**src/rtl/risc_v_mike_pkg.sv**
```systemverilog
// Shared types for the risc_v_mike core: PC/data widths, fetch FSM states and
// the fetch queue entry, plus the fetch-address legality rule.
package risc_v_mike_pkg;

  localparam int DATA_32_W = 32;

  typedef logic [31:0] t_pc_addr;

  localparam t_pc_addr PC_STEP = 32'd4;

  typedef enum logic [1:0] {
    FETCH_IDLE  = 2'd0,
    FETCH_RUN   = 2'd1,
    FETCH_FAULT = 2'd2
  } t_fetch_state;

  typedef struct packed {
    t_pc_addr               pc;
    logic [DATA_32_W-1:0]   instr;
  } t_fetch_entry;

  // Word-aligned and inside the instruction memory.
  function automatic logic pc_is_legal(input t_pc_addr pc, input int unsigned depth);
    return (pc[1:0] == 2'b00) && (pc < t_pc_addr'(depth * 32'd4));
  endfunction

endpackage

```
**src/rtl/risc_v_mike_fetch_unit_if.sv**
```systemverilog
// Fetch unit bus: instruction memory port, redirect input, decode handshake
// and fault reporting. master = fetch unit, slave = its environment.
interface risc_v_mike_fetch_unit_if;
  import risc_v_mike_pkg::*;

  logic                 fetch_en;
  t_pc_addr             imem_addr;
  logic [DATA_32_W-1:0] imem_rd_data;
  logic                 redirect_valid;
  t_pc_addr             redirect_pc;
  logic                 out_valid;
  logic                 out_ready;
  logic [DATA_32_W-1:0] out_instr;
  t_pc_addr             out_pc;
  logic                 fault;
  t_pc_addr             fault_pc;

  modport master (
    input  fetch_en, imem_rd_data, redirect_valid, redirect_pc, out_ready,
    output imem_addr, out_valid, out_instr, out_pc, fault, fault_pc
  );

  modport slave (
    output fetch_en, imem_rd_data, redirect_valid, redirect_pc, out_ready,
    input  imem_addr, out_valid, out_instr, out_pc, fault, fault_pc
  );

endinterface

```
**src/rtl/risc_v_mike_fetch_queue.sv**
```systemverilog
// Two-entry FIFO of fetched {pc, instr}. Vacated slots are zeroed, so the head
// register reads as zero whenever the queue is empty.
module risc_v_mike_fetch_queue
  import risc_v_mike_pkg::*;
(
  input  logic         i_clk,
  input  logic         i_rst,
  input  logic         i_push,
  input  logic         i_pop,
  input  logic         i_flush,
  input  t_fetch_entry i_data,
  output t_fetch_entry o_head,
  output logic         o_full,
  output logic         o_empty,
  output logic [1:0]   o_count
);

  t_fetch_entry r_entry0;
  t_fetch_entry r_entry1;
  logic [1:0]   r_count;
  logic         w_pop;
  logic         w_push;

  assign w_pop  = i_pop && (r_count != 2'd0);
  assign w_push = i_push && ((r_count != 2'd2) || w_pop);

  always_ff @(posedge i_clk) begin
    if (i_rst || i_flush) begin
      r_entry0 <= '0;
      r_entry1 <= '0;
      r_count  <= 2'd0;
    end else begin
      case ({w_push, w_pop})
        2'b10: begin
          if (r_count == 2'd0) r_entry0 <= i_data;
          else                 r_entry1 <= i_data;
          r_count <= r_count + 2'd1;
        end
        2'b01: begin
          r_entry0 <= r_entry1;
          r_entry1 <= '0;
          r_count  <= r_count - 2'd1;
        end
        2'b11: begin
          if (r_count == 2'd1) begin
            r_entry0 <= i_data;
          end else begin
            r_entry0 <= r_entry1;
            r_entry1 <= i_data;
          end
        end
        default: begin
          r_count <= r_count;
        end
      endcase
    end
  end

  assign o_head  = r_entry0;
  assign o_full  = (r_count == 2'd2);
  assign o_empty = (r_count == 2'd0);
  assign o_count = r_count;

endmodule

```
**src/rtl/risc_v_mike_fetch_unit.sv**
```systemverilog
// Instruction fetch controller: owns the PC, reads the combinational
// instruction memory and buffers {pc, instr} for decode in a 2-entry queue.
module risc_v_mike_fetch_unit
  import risc_v_mike_pkg::*;
#(
  parameter t_pc_addr    RESET_PC   = 32'h0000_0008,
  parameter int unsigned IMEM_DEPTH = 96
) (
  input  logic                     clk,
  input  logic                     rst,
  risc_v_mike_fetch_unit_if.master bus
);

  t_fetch_state r_state;
  t_pc_addr     r_pc;
  logic         r_fault;
  t_pc_addr     r_fault_pc;

  t_fetch_entry w_head;
  t_fetch_entry w_new;
  logic         w_full;
  logic         w_empty;
  logic [1:0]   w_count;
  logic         w_pop;
  logic         w_push;
  logic         w_pc_legal;
  logic         w_redirect_legal;
  logic         w_unused;

  assign w_pc_legal       = pc_is_legal(r_pc, IMEM_DEPTH);
  assign w_redirect_legal = pc_is_legal(bus.redirect_pc, IMEM_DEPTH);
  assign w_pop            = !w_empty && bus.out_ready;
  // A full queue still accepts a push when decode drains the head this cycle.
  assign w_push           = (r_state == FETCH_RUN) && bus.fetch_en && !bus.redirect_valid &&
                            w_pc_legal && (!w_full || w_pop);
  assign w_new            = '{pc: r_pc, instr: bus.imem_rd_data};
  assign w_unused         = &{1'b0, w_count};

  risc_v_mike_fetch_queue u_queue (
    .i_clk   (clk),
    .i_rst   (rst),
    .i_push  (w_push),
    .i_pop   (w_pop),
    .i_flush (bus.redirect_valid),
    .i_data  (w_new),
    .o_head  (w_head),
    .o_full  (w_full),
    .o_empty (w_empty),
    .o_count (w_count)
  );

  always_ff @(posedge clk) begin
    if (rst) begin
      r_state    <= FETCH_IDLE;
      r_pc       <= RESET_PC;
      r_fault    <= 1'b0;
      r_fault_pc <= '0;
    end else if (bus.redirect_valid) begin
      r_pc <= bus.redirect_pc;
      if (w_redirect_legal) begin
        r_state <= bus.fetch_en ? FETCH_RUN : FETCH_IDLE;
        r_fault <= 1'b0;
      end else begin
        r_state    <= FETCH_FAULT;
        r_fault    <= 1'b1;
        r_fault_pc <= bus.redirect_pc;
      end
    end else begin
      case (r_state)
        FETCH_IDLE: begin
          if (bus.fetch_en) r_state <= FETCH_RUN;
          else              r_state <= FETCH_IDLE;
        end
        FETCH_RUN: begin
          if (!bus.fetch_en) begin
            r_state <= FETCH_IDLE;
          end else if (!w_pc_legal) begin
            r_state    <= FETCH_FAULT;
            r_fault    <= 1'b1;
            r_fault_pc <= r_pc;
          end else if (w_push) begin
            r_pc <= r_pc + PC_STEP;
          end else begin
            r_pc <= r_pc;
          end
        end
        FETCH_FAULT: begin
          r_state <= FETCH_FAULT;
        end
        default: begin
          r_state <= FETCH_IDLE;
        end
      endcase
    end
  end

  assign bus.imem_addr = r_pc;
  assign bus.out_valid = !w_empty;
  assign bus.out_instr = w_head.instr;
  assign bus.out_pc    = w_head.pc;
  assign bus.fault     = r_fault;
  assign bus.fault_pc  = r_fault_pc;

endmodule

```
**src/flat_wrapper.sv**
```systemverilog
// flat-port wrapper written by rule: the top's interface ports become plain ports
module risc_v_mike_fetch_unit_flat import risc_v_mike_pkg::*;
#(
  parameter t_pc_addr    RESET_PC   = 32'h0000_0008,
  parameter int unsigned IMEM_DEPTH = 96
)
  (clk, rst, bus_fetch_en, bus_imem_rd_data, bus_redirect_valid, bus_redirect_pc, bus_out_ready, bus_imem_addr, bus_out_valid, bus_out_instr, bus_out_pc, bus_fault, bus_fault_pc);
  risc_v_mike_fetch_unit_if bus_i ();
  input  logic clk;
  input  logic rst;
  input wire logic [$bits(bus_i.fetch_en)-1:0] bus_fetch_en;
  input wire logic [$bits(bus_i.imem_rd_data)-1:0] bus_imem_rd_data;
  input wire logic [$bits(bus_i.redirect_valid)-1:0] bus_redirect_valid;
  input wire logic [$bits(bus_i.redirect_pc)-1:0] bus_redirect_pc;
  input wire logic [$bits(bus_i.out_ready)-1:0] bus_out_ready;
  output wire logic [$bits(bus_i.imem_addr)-1:0] bus_imem_addr;
  output wire logic [$bits(bus_i.out_valid)-1:0] bus_out_valid;
  output wire logic [$bits(bus_i.out_instr)-1:0] bus_out_instr;
  output wire logic [$bits(bus_i.out_pc)-1:0] bus_out_pc;
  output wire logic [$bits(bus_i.fault)-1:0] bus_fault;
  output wire logic [$bits(bus_i.fault_pc)-1:0] bus_fault_pc;
  assign bus_i.fetch_en = bus_fetch_en;
  assign bus_i.imem_rd_data = bus_imem_rd_data;
  assign bus_i.redirect_valid = bus_redirect_valid;
  assign bus_i.redirect_pc = bus_redirect_pc;
  assign bus_i.out_ready = bus_out_ready;
  assign bus_imem_addr = bus_i.imem_addr;
  assign bus_out_valid = bus_i.out_valid;
  assign bus_out_instr = bus_i.out_instr;
  assign bus_out_pc = bus_i.out_pc;
  assign bus_fault = bus_i.fault;
  assign bus_fault_pc = bus_i.fault_pc;
  risc_v_mike_fetch_unit #(.RESET_PC(RESET_PC), .IMEM_DEPTH(IMEM_DEPTH)) u_core (.clk(clk), .rst(rst), .bus(bus_i));
endmodule
```
**config.mk**
```make
export PLATFORM = sky130hd
export DESIGN_NAME = risc_v_mike_fetch_unit_flat
export DESIGN_NICKNAME = d
export VERILOG_FILES = /design/src/rtl/risc_v_mike_pkg.sv /design/src/rtl/risc_v_mike_fetch_unit_if.sv /design/src/rtl/risc_v_mike_fetch_queue.sv /design/src/rtl/risc_v_mike_fetch_unit.sv /design/src/flat_wrapper.sv
export SDC_FILE = /design/constraint.sdc
export NUM_CORES = 1
export LEC_CHECK = 0
export ABC_AREA = 0
export CAP_MARGIN = 15
export CORE_AREA = 2 2 142 130
export CTS_BUF_LIST = sky130_fd_sc_hd__clkbuf_2 sky130_fd_sc_hd__clkbuf_4 sky130_fd_sc_hd__clkbuf_8
export CTS_CLUSTER_SIZE = 8
export DETAILED_ROUTE_END_ITERATION = 12
export DIE_AREA = 0 0 144 132
export PLACE_DENSITY = 0.78
export SYNTH_ARGS = -nofsm -noshare
export SYNTH_HDL_FRONTEND = slang
export SYNTH_SLANG_ARGS = --single-unit
```
**constraint.sdc**
```tcl
create_clock -name clk -period 3.55 [get_ports clk]
set_clock_uncertainty 0.2 [all_clocks]
set_input_delay 1.065 -clock clk [delete_from_list [all_inputs] [get_ports clk]]
set_output_delay 1.065 -clock clk [all_outputs]
set_load 0.1 [all_outputs]
```
==> out/metrics.yaml <==
run_status:
  outcome: "complete, no violations"
detailed_routing:
  ant_nets: 0
  wire_per_inst_um: 17.4
  vias_per_cell: 5.62
  dr.pass1.iters: 5
  drt_iter0_drc: 554
  remaining_drc_errors: 0
  routed_wl_mm: 23.5
  vias: 7582
critical_path:
  r2r_end: "u_core.u_queue.o_head[38]"
  rr_worst_depth: 13
  cp-end-kind: "flip-flop"
  arrival_ns: 3.60
  cp_slowest_cell: "clkdlybuf4s50_1"
  r2r_start: "u_core.u_queue.o_count[0]"
  cp_data_required_time_ns: 3.74
  crit_family: "simple AND/OR/NAND/NOR gates"
  crit_top_cell: "nand2b_1"
  startpoint: "bus_fetch_en"
  cp.depth: 12
  crit_buf_inv: 3
  crit_type: "input pin to flip-flop"
  critPathMaxFanout: 50
  cp-start-kind: "input pin"
  r2r_slack_ns: 0.42
  crit_chain: "clkdlybuf4s50_1 > nand3b_1 > a21o_1 > or3_1 > nand2b_1 > inv_1 > ha_1 > nand2b_1 > a21oi_4 > buf_12 > a221oi_1 > nor3_1"
  max_stage_delay_ns: 0.47
  timing.critical_path.to: "u_core.u_queue.o_head[38]"
run:
  drv_cap: 0
synth:
  ys_seq_elements: 197
  synth-edff-count: 0
  syn_area_mm2: 0.00798
  dominantRegCellSynth: "dfxtp_1"
  netlist_instances: 916
  syn_nets: 994
  ys_warn_count: 0
  synth_xor_area_share_pct: 0.549
  yosys.area_share.simple_pct: 24.3
  synth_compound_area_share_pct: 16.1
  yosysSeqAreaShare_pct: 49.4
  synth_top_family_by_area: "simple AND/OR/NAND/NOR gates"
  post_synth_num_cell_types: 38
  synth.avg_cell_area_um2: 8.71
  synthArstFlopShare_pct: 0
  synthMuxAreaShare_pct: 3.64
  synth_fa_ha_area_share_pct: 1.41
power:
  internal_power_w: 0.00324
  p_switching_w: 0.00138
  power_density_mw_per_mm2: 436
  seqPwrFrac_pct: 50.1
  power.share.switching_pct: 30.0
  leakage_nw: 3.93
  ir_worst_vdd_mv: 0.286
  combPwrFrac_pct: 15.2
  pwr-share-clk_pct: 34.7
  p_total_w: 0.00462
placed_design:
  portBuffers: 198
  pre_cts_ws_ns: -0.315
  gp_congestion: 0.842
  dp.final_hpwl_mm: 15.6
  place_area_mm2: 0.0102
cts:
  ctsResizeCount: 0
  tritoncts: "done"
  clock_latency_ns: 0.48
  htree_levels: 4
  clk_path_buf_depth: 2
  clk_pin_slew_ns: 0.10
  postCtsSetupRepairBufs: 0
  cts_inserted_buffers: 17
  cts_root_buf: "clkbuf_8"
  clock-sinks: 197
  cts-hold-fix-buffers: 0
timing:
  min_period_ns: 3.41
  fin_ws_ns: 0.142
  maxSlewViolCount: 0
  tightest_slew_ns: 0.459
  hold_viol_final: 0
  hold_slack_ns: 0.254
  period_share_pct: 96.0
  max_slew_margin_pct: 69.4
  setup_violations: 0
  max_freq_mhz: 293
  rsz0062_at_grt: "no"
global_routing:
  globalRouteOverflowTotal: 0
  grt_max_degree: 65
  antenna_found_initial: 0
  grt_pass1_vias: 7085
  grt_use_total_pct: 24.2
  grt_first_pass_wirelength_mm: 37.1
floorplanning:
  start_util_pct: 45.7
  rows: 46
  die-area_mm2: 0.0190
  die_x_um: 144
  core_area_mm2: 0.0174
  die_y_um: 132
  ios: 199
final_layout:
  final_common_cell: "dfxtp_1"
  design_area_mm2: 0.0106
  antenna_cells: 0
  final_cell_mix: "dfxtp_1 (197), buf_4 (165), nor2_1 (99)"
  drive_above_1_share_pct: 20.5
  syn_to_final_growth_pct: 32.8
  final_nets: 1173
hold_path:
  hold_path_class: "flip-flop to flip-flop"
through the flow:
step / TNS, ns / util [%] / instances
4_1_cts: 0 / 60.7 / 1348
5_1_grt: 0 / 60.7 / 1348
2_1_floorplan: -2.00 / - / 916
3_5_place_dp: -28.53 / 58.2 / 1316
6_report: 0 / 60.7 / 1348
3_3_place_gp: -21.04 / 58.2 / 1316
layout make-up:
cell class              count  area [um2]
fillers                  1556        6850
flip-flops and latches    197        3940
multi-input cells         624        3710
repair buffers            245        2150
well taps                 240         300
clock buffers              18         241
clock inverters            14         199
inverters                  10        37.5
cell usage after synthesis (2+ instances only):
master	count	area (um2)
dfxtp_1	197	3940
clkbuf_1	81	304
a211oi_1	14	105
nand4_1	2	12.5
xnor2_1	4	35.0
o21ai_0	27	135
o21bai_1	5	37.5
or4_1	2	15.0
nand2b_1	3	18.8
nand2_1	96	360
ha_1	9	113
nor4_1	9	56.3
mux2i_1	29	290
nand3_1	30	150
a221oi_1	64	561
buf_2	4	20.0
a21oi_1	75	375
nor4_2	5	62.6
nand3b_1	65	488
nor2_1	99	372
nor3_1	69	345
inv_1	9	33.8
o31a_1	2	17.5
and2_1	2	12.5
layer usage:
metal  routed length (um)  track usage, %  up-vias
li1                     -               -     3634
met1                11100            35.5     3617
met2                10400            35.8      313
met3                 1740            5.78       18
met4                  272            6.48        0
met5                    0               0        -
power by group through the flow:
| stage | Clock (W) | Combinational (W) | Sequential [W] |
|---|---|---|---|
| after floorplan | 0 | 0.000140 | 0.00268 |
| after global placement | 0 | 0.000698 | 0.00236 |
| after detailed placement | 0 | 0.000700 | 0.00236 |
| after CTS | 0.00164 | 0.000702 | 0.00231 |
| after global routing | 0.00172 | 0.000732 | 0.00232 |
| final | 0.00161 | 0.000702 | 0.00231 |
how the worst min path moves through the flow:
| stage | from | endpoint | slack [ns] | cells after the start |
|---|---|---|---|---|
| floorplan | u_core.u_queue.r_entry1[0] | u_core.u_queue.r_entry1[0] | 0.23 | 2 |
| global placement | u_core.u_queue.r_entry1[47] | u_core.u_queue.r_entry1[47] | 0.24 | 2 |
| detailed placement | u_core.u_queue.r_entry1[34] | u_core.u_queue.r_entry1[34] | 0.24 | 2 |
| CTS | u_core.u_queue.r_entry1[62] | u_core.u_queue.r_entry1[62] | 0.26 | 2 |
| global route | u_core.u_queue.r_entry1[37] | u_core.u_queue.r_entry1[37] | 0.27 | 2 |
| finish | u_core.u_queue.r_entry1[7] | u_core.u_queue.r_entry1[7] | 0.25 | 2 |
registers in the layout, summed over array words and instances (netlist names):
name	count
u_core.bus.fault	1
u_core.bus.imem_addr	32
u_core.r_state	2
u_core.u_queue.o_head	64
u_core.bus.fault_pc	32
u_core.u_queue.o_count	2
u_core.u_queue.r_entry1	64
logic make-up after synthesis:
kind of cell | count (synthesis)
flip-flops | 197
multiplexers | 29
buffers and inverters | 95
AND/OR/NAND/NOR | 388
adder cells (fa/ha/maj) | 9
AO/OA/AOI/OAI | 193
XOR/XNOR | 5
tightest hold or removal path, stage by stage (launching register included):
cell and delay (ns):
dfxtp_1 0.32, nand2_1 0.05, a21oi_1 0.05
No activity file was read; power rests on OpenSTA's default activity.
==> edit 1, RTL diff (config.mk and constraints unchanged) <==
Change the package constant `DATA_32_W` from 32 to 48.
--- a/src/rtl/risc_v_mike_pkg.sv
+++ b/src/rtl/risc_v_mike_pkg.sv
@@ -4,3 +4,3 @@
 
-  localparam int DATA_32_W = 32;
+  localparam int DATA_32_W = 48;
 
Interface: changed (resized bus_imem_rd_data and bus_out_instr); port bits go from 199 to 231. The function was not compared with the original's and may differ.
==> edit 1 against the original RTL <==
- sequential share of layout area down 2.9 points
- via count up 17%
- routed wire length up 20%
- worst setup slack better by 0.24 ns
- worst hold slack worse by 0.0040 ns
- count of clock-buffer cells in the layout up 43
- total power up 26%
- synthesized area up 28%
- sequential cell count up 32
- combinational power up 9.4%
- cell area up 26%
- highest routed layer unchanged
- critical path type unchanged
- largest power group unchanged
- synthesized cell count up 14%
- clock power up 46%
==> edit 1: results (changes against the original RTL) <==
Unique masters post-synth: 43 (was 38)
Syn Nets: 1,141 (was 994)
hold path startpoint: u_core.u_queue.r_entry1[2] (was u_core.u_queue.r_entry1[7])
Max FO, Critical Path: 36 (was 50)
Worst Hold Endpoint: u_core.u_queue.r_entry1[2] (was u_core.u_queue.r_entry1[7])
pre-CTS setup slack: -0.118 ns (was -0.315 ns)
FILL cells: 1,306 (was 1,556)
placer congestion estimate: 0.826 (was 0.842)
reg2reg setup slack: 0.62 ns (was 0.42 ns)
Util after Layout: 76.6% (was 60.7%)
worst skew pair latency: 0.52 ns (was 0.48 ns)
cell family contributing the most delay on the critical path: buffers and inverters (was simple AND/OR/NAND/NOR gates)
first-pass GRT wire length: 44,800 um (was 37,100 um)
share of layout cells above drive strength 1: 34.1% (was 20.5%)
reg2reg start: u_core.u_queue.o_count[0] (unchanged)
Mean Syn Cell Area: 9.74 sq um (was 8.71 sq um)
DR iter-0 viols: 495 (was 554)
sequential share of cell area: 34.3% (was 37.2%)
worst hold slack: 0.250 ns (was 0.254 ns)
Detailed Place HPWL: 18,200 um (was 15,600 um)
clock network area share: 5.76% (was 4.16%)
total CTS buffers: 39 (was 17)
Num Clock Sinks: 229 (was 197)
VDD IR max: 0.000386 V (was 0.000286 V)
Max clock buf depth: 3 (was 2)
P_comb: 0.768 mW (was 0.702 mW)
Signal buffers: 278 (was 245)
status: complete, no violations (unchanged)
Post-synth top cells: 229 x dfxtp_1, 113 x nor2_1, 89 x a21oi_1, 87 x nand2_1, 81 x nand3b_1 (was 197 x dfxtp_1, 99 x nor2_1, 96 x nand2_1, 81 x clkbuf_1, 75 x a21oi_1)
Avg WL per Cell: 18.4 um (was 17.4 um)
multi-input gate area in the final layout: 5040 sq um (was 3710 sq um)
number of non-clock inverters in the layout: 29 (was 10)
number of global-route vias before repair: 8,503 (was 7,085)
Via-to-Cell Ratio: 5.80 (was 5.62)
H-tree depth: 2 (was 4)
DR vias: 8,852 (was 7,582)
Global Route Usage Sum: 28.9% (was 24.2%)
initial antenna violation count: 1 (was 0)
I/O Buffers: 230 (was 198)
placed cell count: 1,462 (was 1,316)
Rel. slew slack: 55.1% (was 69.4%)
fin nets: 1,357 (was 1,173)
Clk power: 2.35 mW (was 1.61 mW)
pin count of the biggest net entering global routing: 71 (was 65)
DP Area: 12,600 sq um (was 10,200 sq um)
Data buffer area share: 19.1% (was 20.3%)
worst r2r dst: u_core.u_queue.o_head[8] (was u_core.u_queue.o_head[38])
Multi-In Gates: 686 (was 624)
register area share after synthesis: 45.0% (was 49.4%)
P_leak: 5.08 nW (was 3.93 nW)
Sw Ratio: 28.0% (was 30.0%)
# diodes: 1 (was 0)
critical path arrival: 3.41 ns (was 3.60 ns)
synth top area cells: dfxtp_1 45%, nor3_2 7.9%, a221oi_2 7.5%, nand3b_1 6.0%, a21oi_1 4.4% (was dfxtp_1 49%, a221oi_1 7.0%, nand3b_1 6.1%, a21oi_1 4.7%, nor2_1 4.7%)
## edit 1: how the worst max path moves through the flow
stage	startpoint	end	slack, ns	cells after the start
finish	bus_fetch_en	u_core.u_queue.o_head[8]	0.38	13
global route	bus_fetch_en	u_core.u_queue.o_head[9]	0.17	13
CTS	bus_fetch_en	u_core.u_queue.o_head[8]	0.41	13
detailed placement	bus_fetch_en	u_core.u_queue.o_head[8]	-0.12	13
global placement	bus_fetch_en	u_core.u_queue.o_head[9]	-0.03	13
floorplan	bus_out_ready	u_core.u_queue.o_head[50]	0.004	12
## edit 1: cells by family after synthesis
| family | share of synthesized area, % |
|---|---|
| fa+ha+maj | 1.10 |
| xor+xnor | 0.515 |
| flops | 45.0 |
| compound gates | 20.2 |
| buf+inv | 5.96 |
| simple gates | 24.1 |
| mux | 3.22 |
## edit 1: routing by layer
layer	track usage, %	part of all wire (%)	vias to the layer above
met5	0	0	-
met1	39.1	44	4245
li1	-	-	4231
met3	6.79	7.3	65
met2	45.1	46	311
met4	10.5	3.0	0
==> edit 2, RTL diff (same flow settings) <==
Without the edit above. Reset style: asynchronous (`rst`), changed in one clocked block.
--- a/src/rtl/risc_v_mike_fetch_unit.sv
+++ b/src/rtl/risc_v_mike_fetch_unit.sv
@@ -51,3 +51,3 @@
 
-  always_ff @(posedge clk) begin
+  always_ff @(posedge clk or posedge rst) begin
     if (rst) begin
Formal check against the unedited RTL: differs if rst is asserted again (counterexample within 4 cycles, from zero or initial values and one cycle with rst high); with rst held inactive, the same outputs for 4 cycles.
==> edit 2 against the original RTL <==
- total power grew 9.3%
- synthesized area grew 2.8%
- routed wire length shrank 7.0%
- count of clock-buffer cells in the layout grew 3
- sequential cell count is the same
- worst setup slack gained 0.25 ns
- register-to-register slack gained 0.09 ns
- cell area grew 0.40%
- largest power group unchanged
- highest routed layer unchanged
==> edit 2: results (changes against the original RTL) <==
Routed met1 length: 10,100 um (was 11,100 um)
pre-CTS setup slack: -0.0870 ns (was -0.315 ns)
Max FO, Critical Path: 13 (was 50)
worst r2r dst: u_core.u_queue.r_entry1[22] (was u_core.u_queue.o_head[38])
share of cell area taken by multi-input logic gates: 33.9% (was 35.1%)
pin count of the biggest net entering global routing: 67 (was 65)
Reg area: 4290 sq um (was 3940 sq um)
Multi-In Gates: 478 (was 624)
worst hold slack: 0.253 ns (was 0.254 ns)
P_leak: 4.24 nW (was 3.93 nW)
met2 wire len: 9760 um (was 10,400 um)
fin nets: 1,016 (was 1,173)
status: complete, no violations (unchanged)
worst r2r path cells: 10 (was 13)
Syn Nets: 826 (was 994)
placer congestion estimate: 0.781 (was 0.842)
placed cell count: 1,159 (was 1,316)
DP Area: 10,300 sq um (was 10,200 sq um)
Rel. slew slack: 46.3% (was 69.4%)
ys async rst share: 34.0% (was 0%)
number of non-clock inverters in the layout: 12 (was 10)
Mean Syn Cell Area: 11.0 sq um (was 8.71 sq um)
share of layout cells above drive strength 1: 29.0% (was 20.5%)
Via-to-Cell Ratio: 5.51 (was 5.62)
reg2reg setup slack: 0.51 ns (was 0.42 ns)
Post-synth top cells: 130 x dfxtp_1, 79 x a22o_1, 79 x nand2_1, 69 x a21oi_1, 66 x dfrtp_1 (was 197 x dfxtp_1, 99 x nor2_1, 96 x nand2_1, 81 x clkbuf_1, 75 x a21oi_1)
first-pass GRT wire length: 34,500 um (was 37,100 um)
met3 Use GR: 5.70% (was 5.78%)
number of global-route vias before repair: 6,259 (was 7,085)
Util after Layout: 61.0% (was 60.7%)
DR iter-0 viols: 542 (was 554)
DRT Wirelength: 21,800 um (was 23,500 um)
Synth Area in Adders: 1.37% (was 1.41%)
Sw Pwr: 1.78 mW (was 1.38 mW)
FILL cells: 1,467 (was 1,556)
DR vias: 6,568 (was 7,582)
Global Route Usage Sum: 23.1% (was 24.2%)
Unique masters post-synth: 46 (was 38)
routing usage on met2: 33.9% (was 35.8%)
GR Util met1: 33.1% (was 35.5%)
register area share after synthesis: 52.2% (was 49.4%)
post-synthesis compound-gate area fraction: 19.0% (was 16.1%)
clock network area share: 3.51% (was 4.16%)
# clk buffers: 21 (was 18)
Detailed Place HPWL: 14,600 um (was 15,600 um)
mux contribution to synthesized area: 9.63% (was 3.64%)
main combinational cell family by area after synthesis: compound AO/OA/AOI/OAI gates (was simple AND/OR/NAND/NOR gates)
synth top area cells: dfxtp_1 32%, dfrtp_1 20%, a22o_1 8.4%, nand3b_1 5.5%, mux2_4 5.1% (was dfxtp_1 49%, a221oi_1 7.0%, nand3b_1 6.1%, a21oi_1 4.7%, nor2_1 4.7%)
Signal buffers: 232 (was 245)
Pre-antenna DRT Iters: 6 (was 5)
hold path startpoint: u_core.u_queue.r_entry1[40] (was u_core.u_queue.r_entry1[7])
Worst Hold Endpoint: u_core.u_queue.r_entry1[40] (was u_core.u_queue.r_entry1[7])
==> edit 2: changes by cell type in the layout (fill, tap and decap cells not counted), moves of 31 or more <==
| cell | change |
|---|---|
| nor2_1 | -89 |
| a22o_1 | +78 |
| dfxtp_1 | -67 |
| nor3_1 | -66 |
| a221oi_1 | -64 |
| dfrtp_1 | +60 |
| mux2_2 | +31 |
==> edit 2: worst max path at each step <==
| stage | start | endpoint | slack, ns | depth (start not counted) |
|---|---|---|---|---|
| global route | bus_fetch_en | u_core.u_queue.r_entry1[8] | 0.20 | 11 |
| global placement | bus_redirect_pc[23] | u_core.bus.fault_pc[26] | -0.04 | 8 |
| detailed placement | bus_fetch_en | u_core.u_queue.o_head[17] | -0.09 | 12 |
| finish | bus_fetch_en | u_core.u_queue.r_entry1[22] | 0.39 | 11 |
| floorplan | bus_fetch_en | u_core.u_queue.o_head[34] | 0.07 | 11 |
| CTS | bus_fetch_en | u_core.u_queue.o_head[17] | 0.42 | 12 |
==> edit 2: power by group through the flow <==
stage	clock network (mW)	logic [mW]	registers, mW
after floorplan	0	0.252	3.11
after global placement	0	1.24	2.46
after detailed placement	0	1.24	2.46
after CTS	1.42	1.25	2.42
after global routing	1.51	1.28	2.43
final	1.39	1.24	2.42
==> edit 2: kinds of logic after synthesis <==
logic type	count (synthesis)
and+or+nand+nor	187
muxes	61
adders and majority gates	9
buffers and inverters	73
DFF	197
AOI/OAI and AO/OA	216
xor gates and xnor gates	5
==> edit 2: critical path, cell delays in order <==
cell             delay (ns)
clkdlybuf4s50_1        0.47
and3b_1                0.19
nand4_1                0.14
nor3_2                 0.23
nand2_1                0.16
ha_1                   0.22
a21oi_1                0.17
and2_2                 0.22
buf_4                  0.21
nand3b_1               0.12
a21oi_1                0.17
